[src/rtl/seg_display_decoder.sv]
// Decodes four active-low 7-segment digit buses back into BCD digits and a binary count,
// with glitch filtering, illegal-pattern detection and a +1-per-reading continuity check.
module seg_display_decoder #(
  parameter int STABLE_CYCLES = 4,
  parameter int ERR_CNT_W     = 8
) (
  input  logic                 CLOCK_50,
  input  logic                 RESET,
  input  logic [6:0]           HEX0,
  input  logic [6:0]           HEX1,
  input  logic [6:0]           HEX2,
  input  logic [6:0]           HEX3,
  output logic [15:0]          DIGITS,
  output logic [13:0]          VALUE,
  output logic                 VALID,
  output logic                 BLANK,
  output logic                 ERR,
  output logic                 SKIP,
  output logic [ERR_CNT_W-1:0] ERR_CNT
);

  localparam logic [7:0]  STAB_MAX  = 8'(STABLE_CYCLES);
  localparam logic [3:0]  DASH_CODE = 4'd10;
  localparam logic [27:0] ALL_OFF   = {4{7'h7F}};

  // Returns {legal, code}; segment bits are ordered g..a.
  function automatic logic [4:0] decode_seg(input logic [6:0] seg);
    case (seg)
      7'b1000000: decode_seg = {1'b1, 4'd0};
      7'b1111001: decode_seg = {1'b1, 4'd1};
      7'b0100100: decode_seg = {1'b1, 4'd2};
      7'b0110000: decode_seg = {1'b1, 4'd3};
      7'b0011001: decode_seg = {1'b1, 4'd4};
      7'b0010010: decode_seg = {1'b1, 4'd5};
      7'b0000010: decode_seg = {1'b1, 4'd6};
      7'b1111000: decode_seg = {1'b1, 4'd7};
      7'b0000000: decode_seg = {1'b1, 4'd8};
      7'b0010000: decode_seg = {1'b1, 4'd9};
      7'b0111111: decode_seg = {1'b1, DASH_CODE};
      default:    decode_seg = {1'b0, 4'd0};
    endcase
  endfunction

  // Constant multiplies expanded to shift/add: 1000 = 512+256+128+64+32+8, 100 = 64+32+4, 10 = 8+2.
  function automatic logic [13:0] to_binary(input logic [15:0] d);
    logic [13:0] d3, d2, d1, d0;
    d3 = {10'd0, d[15:12]};
    d2 = {10'd0, d[11:8]};
    d1 = {10'd0, d[7:4]};
    d0 = {10'd0, d[3:0]};
    to_binary = (d3 << 9) + (d3 << 8) + (d3 << 7) + (d3 << 6) + (d3 << 5) + (d3 << 3)
              + (d2 << 6) + (d2 << 5) + (d2 << 2)
              + (d1 << 3) + (d1 << 1)
              + d0;
  endfunction

  logic [27:0] hex_in;
  logic [27:0] s_reg;
  logic [27:0] committed_reg;
  logic [7:0]  stab_cnt_reg;
  logic        have_prev_reg;

  logic [4:0]  dec [4];
  logic [3:0]  legal;
  logic [3:0]  dash;
  logic [15:0] digits_next;

  assign hex_in = {HEX3, HEX2, HEX1, HEX0};

  generate
    for (genvar gi = 0; gi < 4; gi++) begin : g_digit
      assign dec[gi]                 = decode_seg(s_reg[gi*7 +: 7]);
      assign legal[gi]               = dec[gi][4];
      assign dash[gi]                = dec[gi][4] && (dec[gi][3:0] == DASH_CODE);
      assign digits_next[gi*4 +: 4]  = dec[gi][3:0];
    end
  endgenerate

  logic        same;
  logic        commit;
  logic        all_legal;
  logic        any_dash;
  logic [13:0] value_next;
  logic [13:0] value_inc;

  assign same       = (hex_in == s_reg);
  // The counter crossing into STAB_MAX happens exactly once per stable run, so commit cannot repeat.
  assign commit     = same && (stab_cnt_reg == STAB_MAX - 8'd1) && (s_reg != committed_reg);
  assign all_legal  = &legal;
  assign any_dash   = |dash;
  assign value_next = to_binary(digits_next);
  assign value_inc  = (VALUE == 14'd9999) ? 14'd0 : VALUE + 14'd1;

  always_ff @(posedge CLOCK_50 or posedge RESET) begin
    if (RESET) begin
      s_reg         <= ALL_OFF;
      committed_reg <= ALL_OFF;
      stab_cnt_reg  <= 8'd0;
      have_prev_reg <= 1'b0;
      DIGITS        <= 16'd0;
      VALUE         <= 14'd0;
      VALID         <= 1'b0;
      BLANK         <= 1'b0;
      ERR           <= 1'b0;
      SKIP          <= 1'b0;
      ERR_CNT       <= '0;
    end else begin
      s_reg <= hex_in;
      if (!same)
        stab_cnt_reg <= 8'd0;
      else if (stab_cnt_reg != STAB_MAX)
        stab_cnt_reg <= stab_cnt_reg + 8'd1;

      VALID <= 1'b0;
      ERR   <= 1'b0;
      SKIP  <= 1'b0;

      if (commit) begin
        committed_reg <= s_reg;
        if (all_legal) begin
          DIGITS <= digits_next;
          VALID  <= 1'b1;
          if (any_dash) begin
            BLANK         <= 1'b1;
            have_prev_reg <= 1'b0;
          end else begin
            BLANK         <= 1'b0;
            VALUE         <= value_next;
            // A reading of zero is a stopwatch clear, never a discontinuity.
            SKIP          <= have_prev_reg && (value_next != value_inc) && (value_next != 14'd0);
            have_prev_reg <= 1'b1;
          end
        end else begin
          ERR <= 1'b1;
          if (ERR_CNT != {ERR_CNT_W{1'b1}})
            ERR_CNT <= ERR_CNT + 1'b1;
        end
      end
    end
  end

endmodule

[config.mk]
export PLATFORM = sky130hd
export DESIGN_NAME = seg_display_decoder
export DESIGN_NICKNAME = d
export VERILOG_FILES = /design/src/rtl/seg_display_decoder.sv
export SDC_FILE = /design/constraint.sdc
export NUM_CORES = 1
export LEC_CHECK = 0
export CORE_ASPECT_RATIO = 0.8
export CORE_UTILIZATION = 45
export CTS_CLUSTER_DIAMETER = 120
export DETAILED_ROUTE_END_ITERATION = 7
export PLACE_DENSITY = 0.65
export SETUP_SLACK_MARGIN = 0.2
export SYNTH_ARGS = -nofsm -noshare
export SYNTH_HDL_FRONTEND = slang
export SYNTH_SLANG_ARGS = --single-unit
[constraint.sdc]
create_clock -name CLOCK_50 -period 8 [get_ports CLOCK_50]
set_clock_uncertainty 0.1 [all_clocks]
set_input_delay 1.6 -clock CLOCK_50 [delete_from_list [all_inputs] [get_ports CLOCK_50]]
set_output_delay 1.6 -clock CLOCK_50 [all_outputs]
set_load 0.005 [all_outputs]
# After elaboration in Yosys (flattened, before gate mapping)
# Index checks and enable logic that the tools add are counted.
[classes] eq_ne=52 bitwise=2 n_reduce_logical=18 n_mux=16 add_sub_neg=14
[ops] operator="5-bit case mux with 11 select lines" n=4
[ops] operator="7-bit by 5-bit == test with 1-bit output, second input constant" n=12
[ops] operator="7-bit by 6-bit == test with 1-bit output, second input constant" n=12
[ops] operator="7-bit == test, second input constant" n=12
[ops] operator="14-bit by 10-bit adder with 14-bit output" n=2
[ops] operator="14-bit by 7-bit adder with 14-bit output" n=2
[ops] operator="14-bit by 9-bit adder with 14-bit output" n=2
[ops] operator="28-bit == test" n=1
[ops] operator="7-bit by 2-bit == test with 1-bit output, second input constant" n=4
[ops] operator="7-bit zero test" n=4
[ops] operator="28-bit inequality test" n=1
[ops] operator="8-bit by 1-bit adder with 8-bit output, second input constant" n=2
[ops] operator="4-bit == test, second input constant" n=4
[ops] operator="8-bit 2-to-1 mux" n=2
[ops] operator="13-bit by 12-bit adder with 14-bit output" n=1
[ops] operator="14-bit by 1-bit adder with 14-bit output, second input constant" n=1
[ops] operator="14-bit by 11-bit adder with 14-bit output" n=1
[ops] operator="14-bit by 4-bit adder with 14-bit output" n=1
[ops] operator="14-bit by 5-bit adder with 14-bit output" n=1
[ops] operator="14-bit by 6-bit adder with 14-bit output" n=1
[ops] operator="14-bit == test, second input constant" n=1
[ops] operator="14-bit 2-to-1 mux" n=1
[ops] operator="14-bit inequality test" n=1
[ops] operator="14-bit nonzero test" n=1
[ops] operator="12 further kinds" n=28
[word_totals] reg_bits=107 output_inout_bits=42 word_cells=113 input_bits=30

# Depth between registers and ports, before layout
[depth] word_depth=19 ltp_mapped=22 ltp_nobuf=21

# Worst setup path before layout
# Ideal clock, no wire load.
[synth_timing] path_type="reg-to-reg" startpoint="register s_reg[27]" endpoint="register SKIP" synth_period_minus_slack_ns=5.777 slack_ns=2.223 path_stages_with_launch=19 arrival_ns=5.544 path_cell_list="dfstp_2 -> clkbuf_1 -> nor2_1 -> and3_1 -> a211oi_1 -> inv_1 -> fa_1 -> fa_1 -> inv_1 -> fa_1 -> inv_1 -> ha_1 -> a21o_1 -> a21oi_1 -> xnor2_1 -> or4_1 -> or4_1 -> nor4b_1 -> a211oi_1"
[synth_rtl] element="start, declared" line_no="58" text="logic [27:0] s_reg;"
[synth_rtl] element="start signal, assigned" line_no="108" text="s_reg <= hex_in;"
[synth_rtl] element="end signal, assigned" line_no="130" text="SKIP <= have_prev_reg && (value_next != value_inc) && (value_next != 14'd0);"
[synth_rtl] element="end, declared" line_no="18" text="output logic SKIP,"

==> results.rst <==
.. list-table::
   :header-rows: 1

   * - Metric
     - Value
   * - Run status
     - completed
   * - Footprint of the multi-input gates
     - 4190 sq um
   * - Power density over the cells
     - 136 nW/um^2
   * - Maximum number of pins on one net before global-route repair
     - 72
   * - Clock-pin slew reported for the worst setup and hold paths after clock tree synthesis
     - about 0.080 ns
   * - Critical Path, Cell by Cell
     - or2_2 > nor4_1 > nand2_1 > o21ai_0 > inv_1 > fa_1 > inv_1 > fa_1 > fa_1 > ha_1 > fa_1 > a21o_1 > a21oi_1 > xnor2_1 > or4_1 > or4_1 > nor4b_1 > a211oi_1
   * - # fillers
     - 1,445
   * - Number of port buffers
     - 71
   * - Detailed-route via count
     - 5,428
   * - Antenna diode instance count
     - 0
   * - Violation count after the first detailed-route iteration
     - 386
   * - Placer's final routability congestion estimate
     - 0.887
   * - Delay-heaviest family, CP
     - adder cells
   * - Overall track demand over capacity in global routing
     - 21.7%
   * - Worst Slack Setup Final
     - 1.64 ns
   * - Number of cells upsized or downsized after cts
     - 0
   * - Die outline width
     - 144 microns
   * - Number of synthesized flops with an enable pin
     - 0
   * - Clock tree from TritonCTS
     - built
   * - Max incr delay on CP
     - 0.55 ns
   * - Half-perimeter wire length after placement
     - 12,900 microns
   * - Synth Warn #
     - 0
   * - Time the worst path needs with I/O delays and setup
     - approximately 6.4 ns
   * - Final setup viols
     - 0
   * - Std-Cell Core Area
     - between 15,000 and 20,000 sq um
   * - Core Rows
     - around 40
   * - Measured slew at the worst slew-check pin
     - around 1.1 ns
   * - Clk_lat worst skew
     - 0.36 ns
   * - Slowest stage cell, crit path
     - sky130_fd_sc_hd__fa_1
   * - Final nets
     - 837
   * - Data arrival time of the critical path
     - 6.48 ns
   * - Headroom to the max-slew limit
     - 28.6%
   * - Routed Wire Length
     - approximately 17,000 microns
   * - Antenna violation net count after detailed routing
     - 0
   * - Startpoint-to-endpoint class of the critical path
     - flip-flop to flip-flop
   * - Worst EP required
     - 8.13 ns
   * - Number of top-level pins
     - 72
   * - Peak supply drop
     - 113 uV
   * - Crit. End Element
     - flip-flop
   * - H-Tree Depth
     - 3
   * - Static Leak
     - 3.69 nW
   * - Number of iterations in the first detailed-routing pass
     - 7
   * - Pre-CTS worst setup slack
     - 1.71 ns
   * - Area of all sequential standard cells
     - ~2700 sq um
   * - Number of antenna violations at the first check in global routing
     - 0
   * - Final number of max-transition violations
     - 0
   * - Instance count of the mapped netlist
     - between 700 and 800
   * - # DRC
     - 0
   * - Area added between synthesis and finish
     - 15.8%
   * - CTS Buf Count
     - 9
   * - Sequential cell area fraction in the yosys report
     - between 30% and 40%
   * - CP dominant cell by count
     - sky130_fd_sc_hd__fa_1
   * - Final core utilization
     - 53.4%
   * - Share of layout cells above drive strength 1
     - 19.8%
   * - Post-synthesis area per instance
     - just over 10 sq um
   * - Maximum root-to-sink buffer count
     - 2
   * - Primary flip-flop cell chosen by synthesis mapping
     - sky130_fd_sc_hd__dfstp_2
   * - Hold violation count in the final report
     - 0
   * - Clock Sinks
     - approximately 110
   * - Final worst-path cycle share
     - 79.5%
   * - Total power
     - approximately 1.2 mW
   * - First-pass GRT wire length
     - approximately 28,000 microns
   * - Final hold slack
     - 0.412 ns
   * - Synthesized netlist net count
     - roughly 790
   * - Die boundary height
     - about 120 microns
   * - Unrepaired setup endpoints after global routing
     - false
   * - Routed wirelength normalized by instance count
     - 17.5 microns
   * - Final total negative setup slack
     - 0 ns
   * - Starting utilization of the core area
     - 46.1%
   * - Share of flip-flops with an asynchronous set or reset after synthesis
     - 100%
   * - Via count of the first global-routing pass
     - 5,193
   * - Die Outline Area
     - 16,700 sq um
   * - Total congestion overflow
     - 0
   * - Total buffers and inverters traversed by the critical path
     - 2
   * - Synthesis-stage register bit count
     - 107
   * - Clock tree root driver cell
     - sky130_fd_sc_hd__clkbuf_16
   * - Number of unique standard cell types used by synthesis
     - 68
   * - FMAX
     - 0.157 GHz
   * - Startpoint types
     - flip-flop
   * - Total of max-cap violations
     - 0
   * - Hold WC Path Type
     - flip-flop to flip-flop
   * - Hold_buf cts
     - 0
   * - Post-Syn Area
     - 7280 sq um
   * - Postcts setup bufs
     - 0
   * - Critical path fanouts, max
     - 11
   * - Via-per-instance ratio
     - 5.58
[layout make-up]
cell class	instances	area share [%]
Sequential cell	107	32.6
Multi-Input combinational cell	506	49.6
Tap cell	215	3.19
Inverter	54	2.43
Timing Repair Buffer	75	8.78
Clock buffer	9	2.67
Clock inverter	7	0.697
[worst paths after layout]
kind	startpoint	to	slack [ns]	depth (start not counted)
max in group asynchronous	RESET	DIGITS[13]$_DFFE_PP0P_	4.99	3
min reg2reg	DIGITS[0]$_DFFE_PP0P_	DIGITS[0]$_DFFE_PP0P_	0.41	1
max reg2reg	s_reg[24]$_DFF_PP1_	SKIP$_DFF_PP0_	1.64	18
min	DIGITS[0]$_DFFE_PP0P_	DIGITS[0]$_DFFE_PP0P_	0.41	1
min in group asynchronous	RESET	ERR_CNT[5]$_DFFE_PP0P_	1.52	2
max	s_reg[24]$_DFF_PP1_	SKIP$_DFF_PP0_	1.64	18
[through the flow]
step	instances	cell area [sq um]
6_report	973	8430
5_1_grt	973	8430
4_1_cts	973	8430
3_5_place_dp	957	8150
3_3_place_gp	957	8150
2_1_floorplan	703	7280
[routing by layer]
| layer | vias up | global-route usage [%] | wire, microns |
|---|---|---|---|
| met2 | 161 | 31.7 | 7360 |
| li1 | 2549 | - | - |
| met5 | - | 0 | 0 |
| met4 | 0 | 5.54 | 171 |
| met3 | 15 | 3.93 | 841 |
| met1 | 2703 | 33.0 | 8620 |
[synthesized netlist by cell type (5+ instances only)]
library cell,count,share of area [%]
sky130_fd_sc_hd__mux2_2,53,8.2
sky130_fd_sc_hd__ha_1,30,5.2
sky130_fd_sc_hd__and3_1,13,1.1
sky130_fd_sc_hd__clkbuf_1,26,1.3
sky130_fd_sc_hd__mux2_4,7,1.4
sky130_fd_sc_hd__nor2b_1,5,0.43
sky130_fd_sc_hd__xnor2_1,42,5.1
sky130_fd_sc_hd__nand4_1,18,1.5
sky130_fd_sc_hd__nor4_1,15,1.3
sky130_fd_sc_hd__nand2b_1,8,0.69
sky130_fd_sc_hd__or4_1,7,0.72
sky130_fd_sc_hd__dfstp_2,56,20
sky130_fd_sc_hd__nand3_1,28,1.9
sky130_fd_sc_hd__nand2_1,30,1.5
sky130_fd_sc_hd__inv_1,54,2.8
sky130_fd_sc_hd__fa_1,24,6.6
sky130_fd_sc_hd__a21oi_1,17,1.2
sky130_fd_sc_hd__nand3b_1,5,0.52
sky130_fd_sc_hd__a211oi_1,5,0.52
sky130_fd_sc_hd__buf_1,6,0.31
sky130_fd_sc_hd__nor2_1,38,2.0
sky130_fd_sc_hd__xor2_1,52,6.3
sky130_fd_sc_hd__nor3_1,9,0.62
sky130_fd_sc_hd__or3_1,8,0.69
sky130_fd_sc_hd__o21ai_0,18,1.2
sky130_fd_sc_hd__dfrtp_1,51,18
[cell usage in the layout (no fill, tap or decap), types with 3 or more instances in the layout]
cell / n
sky130_fd_sc_hd__nor3b_1: 4
sky130_fd_sc_hd__clkbuf_16: 9
sky130_fd_sc_hd__o211ai_1: 4
sky130_fd_sc_hd__o21ai_0: 18
sky130_fd_sc_hd__inv_6: 4
sky130_fd_sc_hd__xor2_1: 52
sky130_fd_sc_hd__nand2_1: 30
sky130_fd_sc_hd__o31ai_1: 4
sky130_fd_sc_hd__xnor2_1: 42
sky130_fd_sc_hd__inv_1: 53
sky130_fd_sc_hd__nor2b_1: 5
sky130_fd_sc_hd__fa_1: 24
sky130_fd_sc_hd__ha_1: 30
sky130_fd_sc_hd__nand3b_1: 5
sky130_fd_sc_hd__nand4_1: 18
sky130_fd_sc_hd__dfrtp_1: 51
sky130_fd_sc_hd__o21a_1: 4
sky130_fd_sc_hd__mux2i_1: 4
sky130_fd_sc_hd__a2111oi_0: 3
sky130_fd_sc_hd__or4_1: 7
sky130_fd_sc_hd__or4b_2: 3
sky130_fd_sc_hd__or3_1: 8
sky130_fd_sc_hd__a211oi_1: 5
sky130_fd_sc_hd__dfstp_2: 56
sky130_fd_sc_hd__or3b_2: 3
sky130_fd_sc_hd__clkdlybuf4s50_1: 71
sky130_fd_sc_hd__nor3_1: 9
sky130_fd_sc_hd__and2_1: 3
sky130_fd_sc_hd__nor4b_1: 4
sky130_fd_sc_hd__mux2_2: 53
sky130_fd_sc_hd__mux2_4: 7
sky130_fd_sc_hd__nor4_1: 15
sky130_fd_sc_hd__and3_1: 13
sky130_fd_sc_hd__a21oi_1: 17
sky130_fd_sc_hd__nand3_1: 28
sky130_fd_sc_hd__buf_4: 4
sky130_fd_sc_hd__nor2_1: 38
sky130_fd_sc_hd__nand2b_1: 8
[power by group]
group	switching, mW	internal [mW]
clock network	0.222	0.218
logic	0.0708	0.0592
registers	0.0256	0.555
total	0.319	0.832
[kinds of logic after synthesis]
| logic type | after synthesis | share of synthesized area [%] |
|---|---|---|
| DFF | 107 | 37.7 |
| buffers and inverters | 90 | 4.79 |
| AOI/OAI and AO/OA | 78 | 7.29 |
| and+or+nand+nor | 215 | 16.6 |
| adders and majority gates | 54 | 11.8 |
| muxes | 64 | 10.2 |
| xor gates and xnor gates | 95 | 11.6 |
No activity file was read; power rests on OpenSTA's default activity.
